<file path="src/rtl/aes_seq_pkg.sv">
// Shared types and constants for the AES decrypt block sequencer.
package aes_seq_pkg;

  localparam int AES_BLK_W = 128;

  localparam logic [1:0] ST_IDLE  = 2'd0;
  localparam logic [1:0] ST_START = 2'd1;
  localparam logic [1:0] ST_WAIT  = 2'd2;
  localparam logic [1:0] ST_OUT   = 2'd3;

  typedef enum logic [1:0] {
    S_IDLE  = ST_IDLE,
    S_START = ST_START,
    S_WAIT  = ST_WAIT,
    S_OUT   = ST_OUT
  } seq_state_t;

endpackage

</file>
<file path="src/rtl/aes_seq_watchdog.sv">
// Up-counting watchdog; expired is high while the count equals TIMEOUT.
module aes_seq_watchdog #(
  parameter int TIMEOUT = 255,
  parameter int TO_W    = 8
) (
  input  logic clock,
  input  logic reset,
  input  logic clear,
  input  logic enable,
  output logic expired
);

  logic [TO_W-1:0] count;

  assign expired = (count == TO_W'(TIMEOUT));

  // Holds at TIMEOUT so expired cannot slip past by wrapping.
  always_ff @(posedge clock) begin
    if (reset || clear) begin
      count <= '0;
    end else if (enable && !expired) begin
      count <= count + 1'b1;
    end
  end

endmodule

</file>
<file path="src/rtl/aes_dec_block_sequencer.sv">
// Feeds ciphertext blocks one at a time through a shared AES decrypt core.
// Define AES_CBC_EN to chain blocks in CBC mode; otherwise plaintext is ECB.
//
//  state | meaning
//  IDLE  | waiting for key_load or a ciphertext block
//  START | one-cycle decrypt pulse to the core, watchdog cleared
//  WAIT  | waiting for core_done under watchdog
//  OUT   | plaintext held on m_pt until accepted
module aes_dec_block_sequencer
  import aes_seq_pkg::*;
#(
  parameter int BLK_CNT_W = 16,
  parameter int TIMEOUT   = 255,
  parameter int TO_W      = 8
) (
  input  logic                 clock,
  input  logic                 reset,
  input  logic [AES_BLK_W-1:0] key_in,
  input  logic                 key_load,
  input  logic [AES_BLK_W-1:0] iv_in,
  input  logic [AES_BLK_W-1:0] s_ct_data,
  input  logic                 s_ct_valid,
  output logic                 s_ct_ready,
  output logic [AES_BLK_W-1:0] m_pt_data,
  output logic                 m_pt_valid,
  input  logic                 m_pt_ready,
  output logic                 core_decrypt,
  output logic [AES_BLK_W-1:0] core_ct,
  output logic [AES_BLK_W-1:0] core_key,
  output logic                 core_rst,
  input  logic [AES_BLK_W-1:0] core_dout,
  input  logic                 core_done,
  output logic                 busy,
  output logic                 err_timeout,
  output logic [BLK_CNT_W-1:0] blk_count
);

  seq_state_t state, state_nxt;
  logic key_valid;
  logic wd_clear, wd_en, wd_expired;
  logic accept, deliver, timeout;
  logic [AES_BLK_W-1:0] pt_mask;

  aes_seq_watchdog #(.TIMEOUT(TIMEOUT), .TO_W(TO_W)) u_watchdog (
    .clock  (clock),
    .reset  (reset),
    .clear  (wd_clear),
    .enable (wd_en),
    .expired(wd_expired)
  );

  always_comb begin
    state_nxt    = state;
    s_ct_ready   = 1'b0;
    core_decrypt = 1'b0;
    m_pt_valid   = 1'b0;
    wd_clear     = 1'b0;
    wd_en        = 1'b0;
    accept       = 1'b0;
    deliver      = 1'b0;
    timeout      = 1'b0;
    case (state)
      S_IDLE: begin
        // A key_load cycle never takes a block, so the new key applies to it.
        s_ct_ready = key_valid && !key_load;
        accept     = s_ct_valid && key_valid && !key_load;
        if (accept) state_nxt = S_START;
      end
      S_START: begin
        core_decrypt = 1'b1;
        wd_clear     = 1'b1;
        state_nxt    = S_WAIT;
      end
      S_WAIT: begin
        wd_en = 1'b1;
        if (core_done) begin
          state_nxt = S_OUT;
        end else if (wd_expired) begin
          timeout   = 1'b1;
          state_nxt = S_IDLE;
        end
      end
      S_OUT: begin
        m_pt_valid = 1'b1;
        deliver    = m_pt_ready;
        if (m_pt_ready) state_nxt = S_IDLE;
      end
      default: state_nxt = S_IDLE;
    endcase
  end

  assign busy = (state != S_IDLE);

  always_ff @(posedge clock) begin
    if (reset) begin
      state       <= S_IDLE;
      key_valid   <= 1'b0;
      core_key    <= '0;
      core_ct     <= '0;
      m_pt_data   <= '0;
      core_rst    <= 1'b0;
      err_timeout <= 1'b0;
      blk_count   <= '0;
    end else begin
      state    <= state_nxt;
      core_rst <= 1'b0;
      if (state == S_IDLE && key_load) begin
        core_key  <= key_in;
        key_valid <= 1'b1;
      end
      if (accept) core_ct <= s_ct_data;
      if (state == S_WAIT && core_done) m_pt_data <= core_dout ^ pt_mask;
      if (timeout) begin
        err_timeout <= 1'b1;
        core_rst    <= 1'b1;
      end
      if (deliver) blk_count <= blk_count + 1'b1;
    end
  end

`ifdef AES_CBC_EN
  logic [AES_BLK_W-1:0] chain_reg;

  // Chain advances only on delivered blocks; a timed-out block leaves it untouched.
  always_ff @(posedge clock) begin
    if (reset) begin
      chain_reg <= '0;
    end else if (state == S_IDLE && key_load) begin
      chain_reg <= iv_in;
    end else if (deliver) begin
      chain_reg <= core_ct;
    end
  end

  assign pt_mask = chain_reg;
`else
  logic unused_iv;
  assign unused_iv = ^iv_in;
  assign pt_mask   = '0;
`endif

endmodule

</file>
<file path="config.mk">
export PLATFORM = sky130hd
export DESIGN_NAME = aes_dec_block_sequencer
export DESIGN_NICKNAME = d
export VERILOG_FILES = /design/src/rtl/aes_seq_pkg.sv /design/src/rtl/aes_seq_watchdog.sv /design/src/rtl/aes_dec_block_sequencer.sv
export SDC_FILE = /design/constraint.sdc
export NUM_CORES = 1
export LEC_CHECK = 0
export CAP_MARGIN = 20
export CELL_PAD_IN_SITES_DETAIL_PLACEMENT = 1
export CELL_PAD_IN_SITES_GLOBAL_PLACEMENT = 1
export CORE_AREA = 2 2 365 367
export DETAILED_ROUTE_END_ITERATION = 12
export DIE_AREA = 0 0 367 369
export PLACE_DENSITY_LB_ADDON = 0.12
export SYNTH_ARGS = -nofsm -noshare
export SYNTH_HDL_FRONTEND = slang
export SYNTH_HIERARCHICAL = 1
export SYNTH_SLANG_ARGS = --single-unit
</file>
<file path="constraint.sdc">
create_clock -name clock -period 4.1 [get_ports clock]
set_input_delay 0.82 -clock clock [delete_from_list [all_inputs] [get_ports clock]]
set_output_delay 0.82 -clock clock [all_outputs]
set_load 0.1 [all_outputs]
</file>
# Word-level counts from Yosys, hierarchy flattened

Cells that the tools add are included.

Flip-flop bits (word level): 413
Bits in latches: 0
Memory bits (writable): 0
Bits in read-only memories: 0
Bits of input ports: 518
Output and inout port bits: 406
Word-level logic and storage cells: 45
Memories: 0

Add/sub/neg operators: 2
Multipliers: 0
Divide/modulo/power cells: 0
Magnitude comparators: 0
Equality and inequality tests: 7
Shift operators: 0
Multiplexer cells: 15
Bitwise logic cells: 0
Reduce and logical (&&, ||, !) cells: 12

Operators with widths:

| operator                                                         | number |
|---|---|
| 16-bit by 1-bit adder with 16-bit output (second input constant) | 1 |
| 1-bit two-way mux                                                | 10 |
| 8-bit by 1-bit adder with 8-bit output (second input constant)   | 1 |
| 8-bit == test (second input constant)                            | 1 |
| 2-bit two-way mux                                                | 4 |
| 2-bit one-hot mux with 4 select lines                            | 1 |
| 1-bit logical AND                                                | 6 |
| 2-bit == test (second input constant)                            | 2 |
| 2-bit != test (second input constant)                            | 2 |
| 3-bit by 2-bit != test with 1-bit output (second input constant) | 1 |
| 3-bit AND reduction                                              | 1 |
| 2-bit by 1-bit == test with 1-bit output (second input constant) | 1 |
| 1-bit logical NOT                                                | 2 |
| 2-bit logical NOT                                                | 1 |
| 2-bit nonzero test                                               | 1 |
| 1-bit logical OR                                                 | 1 |

# Depth between registers and ports, before layout

Word-level depth: 5
Mapped depth: 7
Depth with buffers taken out: 6

# Cells and area by module

Netlist, hierarchy kept.

By module, submodules not included:

| module                  | instances | cells an instance | area an instance (µm²) | seq. area each (µm²) |
|---|---|---|---|---|
| aes_dec_block_sequencer | 1         | 1782              | 14072.2                | 8107.8 |
| aes_seq_watchdog        | 1         | 49                | 425.4                  | 160.2 |

# Worst setup path before layout

No wires, ideal clock.

Kind: reg2out
Start: register state[0]
End: output core_decrypt
Data arrival time: 2.078 ns
Data required time: 3.280 ns
Path slack: 1.202 ns
Cell stages (with the launch flop): 3
Buffers on the path: 1
Cells stage by stage: dfxtp_1 -> buf_2 -> nor2b_1

Longest elaborated chain between the ends: 2

RTL lines:

| what                                     | line                           | RTL |
|---|---|---|
| start: declaration                       | aes_dec_block_sequencer.sv:38  | `seq_state_t state, state_nxt;` |
| start signal: assignment                 | aes_dec_block_sequencer.sv:105 | `state <= state_nxt;` |
| 2-bit by 1-bit == test with 1-bit output | aes_dec_block_sequencer.sv:62  | `case (state)` |
| 1-bit two-way mux                        | aes_dec_block_sequencer.sv:62  |  |
| end: declaration                         | aes_dec_block_sequencer.sv:27  | `output logic core_decrypt,` |

No other way between the ends.

# Worst setup path in the final report

Start: register blk_count[1]
End: output blk_count[1]

RTL lines:

| what                     | line                           | RTL |
|---|---|---|
| start: declaration       | aes_dec_block_sequencer.sv:35  | `output logic [BLK_CNT_W-1:0] blk_count` |
| start signal: assignment | aes_dec_block_sequencer.sv:117 | `if (deliver) blk_count <= blk_count + 1'b1;` |

No word-level cell between the ends.

==> summary.txt <==
Min path
  – HP Class: reg2reg

Synthesis
  – Async set-reset flop share out of synthesis: 0
  – Synthesis-stage register bit count: 413
  – Area contributors post-synth: dfxtp_1 (57%), nand2_1 (20%), a21oi_1 (14%)
  – Synth warn: 6
  – Syn avg cell area: 7.92 um2
  – Yosys top cell area share: 0.570
  – EDFF count, synth: 0
  – Post-synth top area cell: dfxtp_1
  – Commonest cells post-synth: nand2_1 (786), dfxtp_1 (413), a21oi_1 (392), clkbuf_1 (70), buf_2 (46)
  – Top-count cell post-synth: nand2_1
  – Post-Synthesis Cells: 1,831
  – Seq/Total Area, Yosys: 0.570
  – Synth cell types: 46
  – Main synth FF type: dfxtp_1
  – Syn_nets: 2,351
  – Mapped Area: 0.0145 mm2

Worst setup path
  – Crit Path Class: reg2out
  – CP peak stage delay: 1.27 ns
  – CP Capture Type: output port
  – Top delay family on crit path: buffers and inverters
  – Crit Path Max Fanout: 6
  – CP Buf/Inv Count: 1
  – CP arrival: 2.34 ns
  – Worst path cell trace: clkdlybuf4s50_1
  – Worst Path Required: 3.28 ns
  – Crit path launch type: register
  – CP max stage cell: clkdlybuf4s50_1

Placement
  – Placer Congestion: 0.749
  – I/O Buffers: 795
  – Post-DP HPWL: 61.1 mm

Global route
  – GR met1 Demand/Resource: 0.130
  – GR Util All Layers: 0.116
  – Number of global-route vias before repair: 16,501
  – GR peak layer: met2
  – Initial antenna violation count: 15
  – First-pass GRT wire length: 117 mm
  – Grt total ovfl: 0
  – Met3 usage: 0.0660
  – Maximum number of pins on one net before global-route repair: 122
  – GR Util met2: 0.191

Timing
  – Fmax: 0.316 GHz
  – Slew HR: 0.200
  – Pins Over Slew Limit: 0
  – Final hold slack: 0.451 ns
  – RSZ-0062 raised after global routing: false
  – Final Critical Period: 3.16 ns
  – Least-Margin Pin Slew: 1.20 ns
  – Hold Violations, Final: 0
  – Crit share post-route: 0.771
  – Final TNS setup: 0 ns
  – Clock skew: 0.0201 ns
  – # setup viols final: 0

Route
  – Final WL: 82.0 mm
  – Routed WL per cell: 18.7 um
  – Vias per cell: 3.52
  – Antenna viol nets, final: 0
  – Vias post-DR: 15,416
  – First-pass detailed-route iteration total: 4
  – DRT iter0 DRCs: 385
  – Remaining DRCs: 0

Power
  – Pwr dens: 428 mW/mm2
  – Pint: 0.00775 W
  – Leakage: 8.74 nW
  – Switch Pwr: 0.00351 W
  – Clock share of power: 0.440
  – Worst-case vdd ir drop: 279 uV
  – Sw Ratio: 0.312
  – Power share of the combinational group: 0.185
  – Sequential Power Share: 0.375

Clocking
  – Post_cts resized: 0
  – Post-CTS setup buffer count: 0
  – H-tree depth: 2
  – Clock Tree Buf Depth: 3
  – Clk slew on worst S/H paths: 0.06 ns
  – Hold-fix buffers, CTS: 0
  – Num Clock Sinks: 413
  – Clock Tree Root: clkbuf_16
  – Total CTS buffers: 58
  – Clk Latency, worst-skew pair: 0.64 ns
  – CTS tree: yes

Finish
  – Area growth syn-to-layout: 81.4%
  – Share of layout cells above drive strength 1: 0.0488
  – Nets@finish: 3,099

Floorplan
  – Row cnt: 133
  – Die X: 367 um
  – Starting Density: 0.111
  – I/O pin count: 924
  – Core Area: 0.131 mm2
  – Overall die height: 369 um
  – Die area: 0.135 mm2

Job
  – Maxcap violations: 0

Outcome
  – Status: completed
==> metrics by stage <==
| stage | power [W] | instances | util | cell area, um2 | setup slack (ns) |
|---|---|---|---|---|---|
| floorplan | 0.00557 | 1831 | - | 14500 | 1.20 |
| global placement | 0.00642 | 4270 | 0.186 | 24400 | 0.631 |
| detailed placement | 0.00643 | 4272 | 0.186 | 24400 | 0.609 |
| CTS | 0.0116 | 4376 | 0.200 | 26200 | 0.771 |
| global route | 0.0118 | 4379 | 0.200 | 26300 | 0.770 |
| finish | 0.0113 | 4383 | 0.201 | 26300 | 0.938 |
==> power groups by stage <==
stage	clock, W	sequential [W]	combinational (W)
detailed placement	0	0.00431	0.00212
floorplan	0	0.00524	0.000323
global route	0.00539	0.00424	0.00219
CTS	0.00527	0.00423	0.00212
global placement	0	0.00431	0.00211
finish	0.00496	0.00422	0.00208
==> cell usage in the layout, fill, tap and decap left out, drive strengths merged, types with 9 or more instances in the layout <==
cell type      synthesis  layout
nand4                  9       9
clkbuf                70      94
nand2                787     787
dfxtp                413     413
clkdlybuf4s50          0     788
nor2                  17      17
buf                   63      34
inv                    8       9
a21oi                392     392
==> final timing paths <==
| check | startpoint | to | slack (ns) | cells after the start |
|---|---|---|---|---|
| worst max-delay path | blk_count[1] | blk_count[1] | 0.94 | 1 |
| worst min-delay path | m_pt_data[88] | m_pt_data[88] | 0.45 | 2 |
| worst min register to register | m_pt_data[88] | m_pt_data[88] | 0.45 | 2 |
| worst max register to register | state[1] | m_pt_data[17] | 1.41 | 5 |
==> flip-flops by register name, summed over array words and instances (netlist names) <==
register          flops
blk_count            16
core_ct             128
core_key            128
core_rst              1
err_timeout           1
key_valid             1
m_pt_data           128
state                 2
u_watchdog/count      8
==> area by class of cell <==
cell class,count,area (um2)
Fill cell,15469,105000
Timing Repair Buffer,822,8350
Sequential cell,413,8270
Multi-Input combinational cell,1276,5620
Tap cell,1755,2200
Clock buffer,94,1720
Clock inverter,10,108
Inverter,8,30.0
Antenna cell,5,12.5
==> kinds of logic after synthesis <==
family,Yosys count,share of synthesized area
AO/OA/AOI/OAI,413,0.146
XOR/XNOR,10,0.00604
adder cells (fa/ha/maj),2,0.00173
buffers and inverters,142,0.0442
flip-flops,413,0.570
multiplexers,3,0.00207
AND/OR/NAND/NOR,848,0.229
==> per-layer routing <==
layer / vias up / share of wire
met5: - / 0.0017
met4: 22 / 0.019
met3: 98 / 0.12
met2: 567 / 0.46
met1: 7282 / 0.40
li1: 7447 / -
Power figures use the tool's default switching activity.
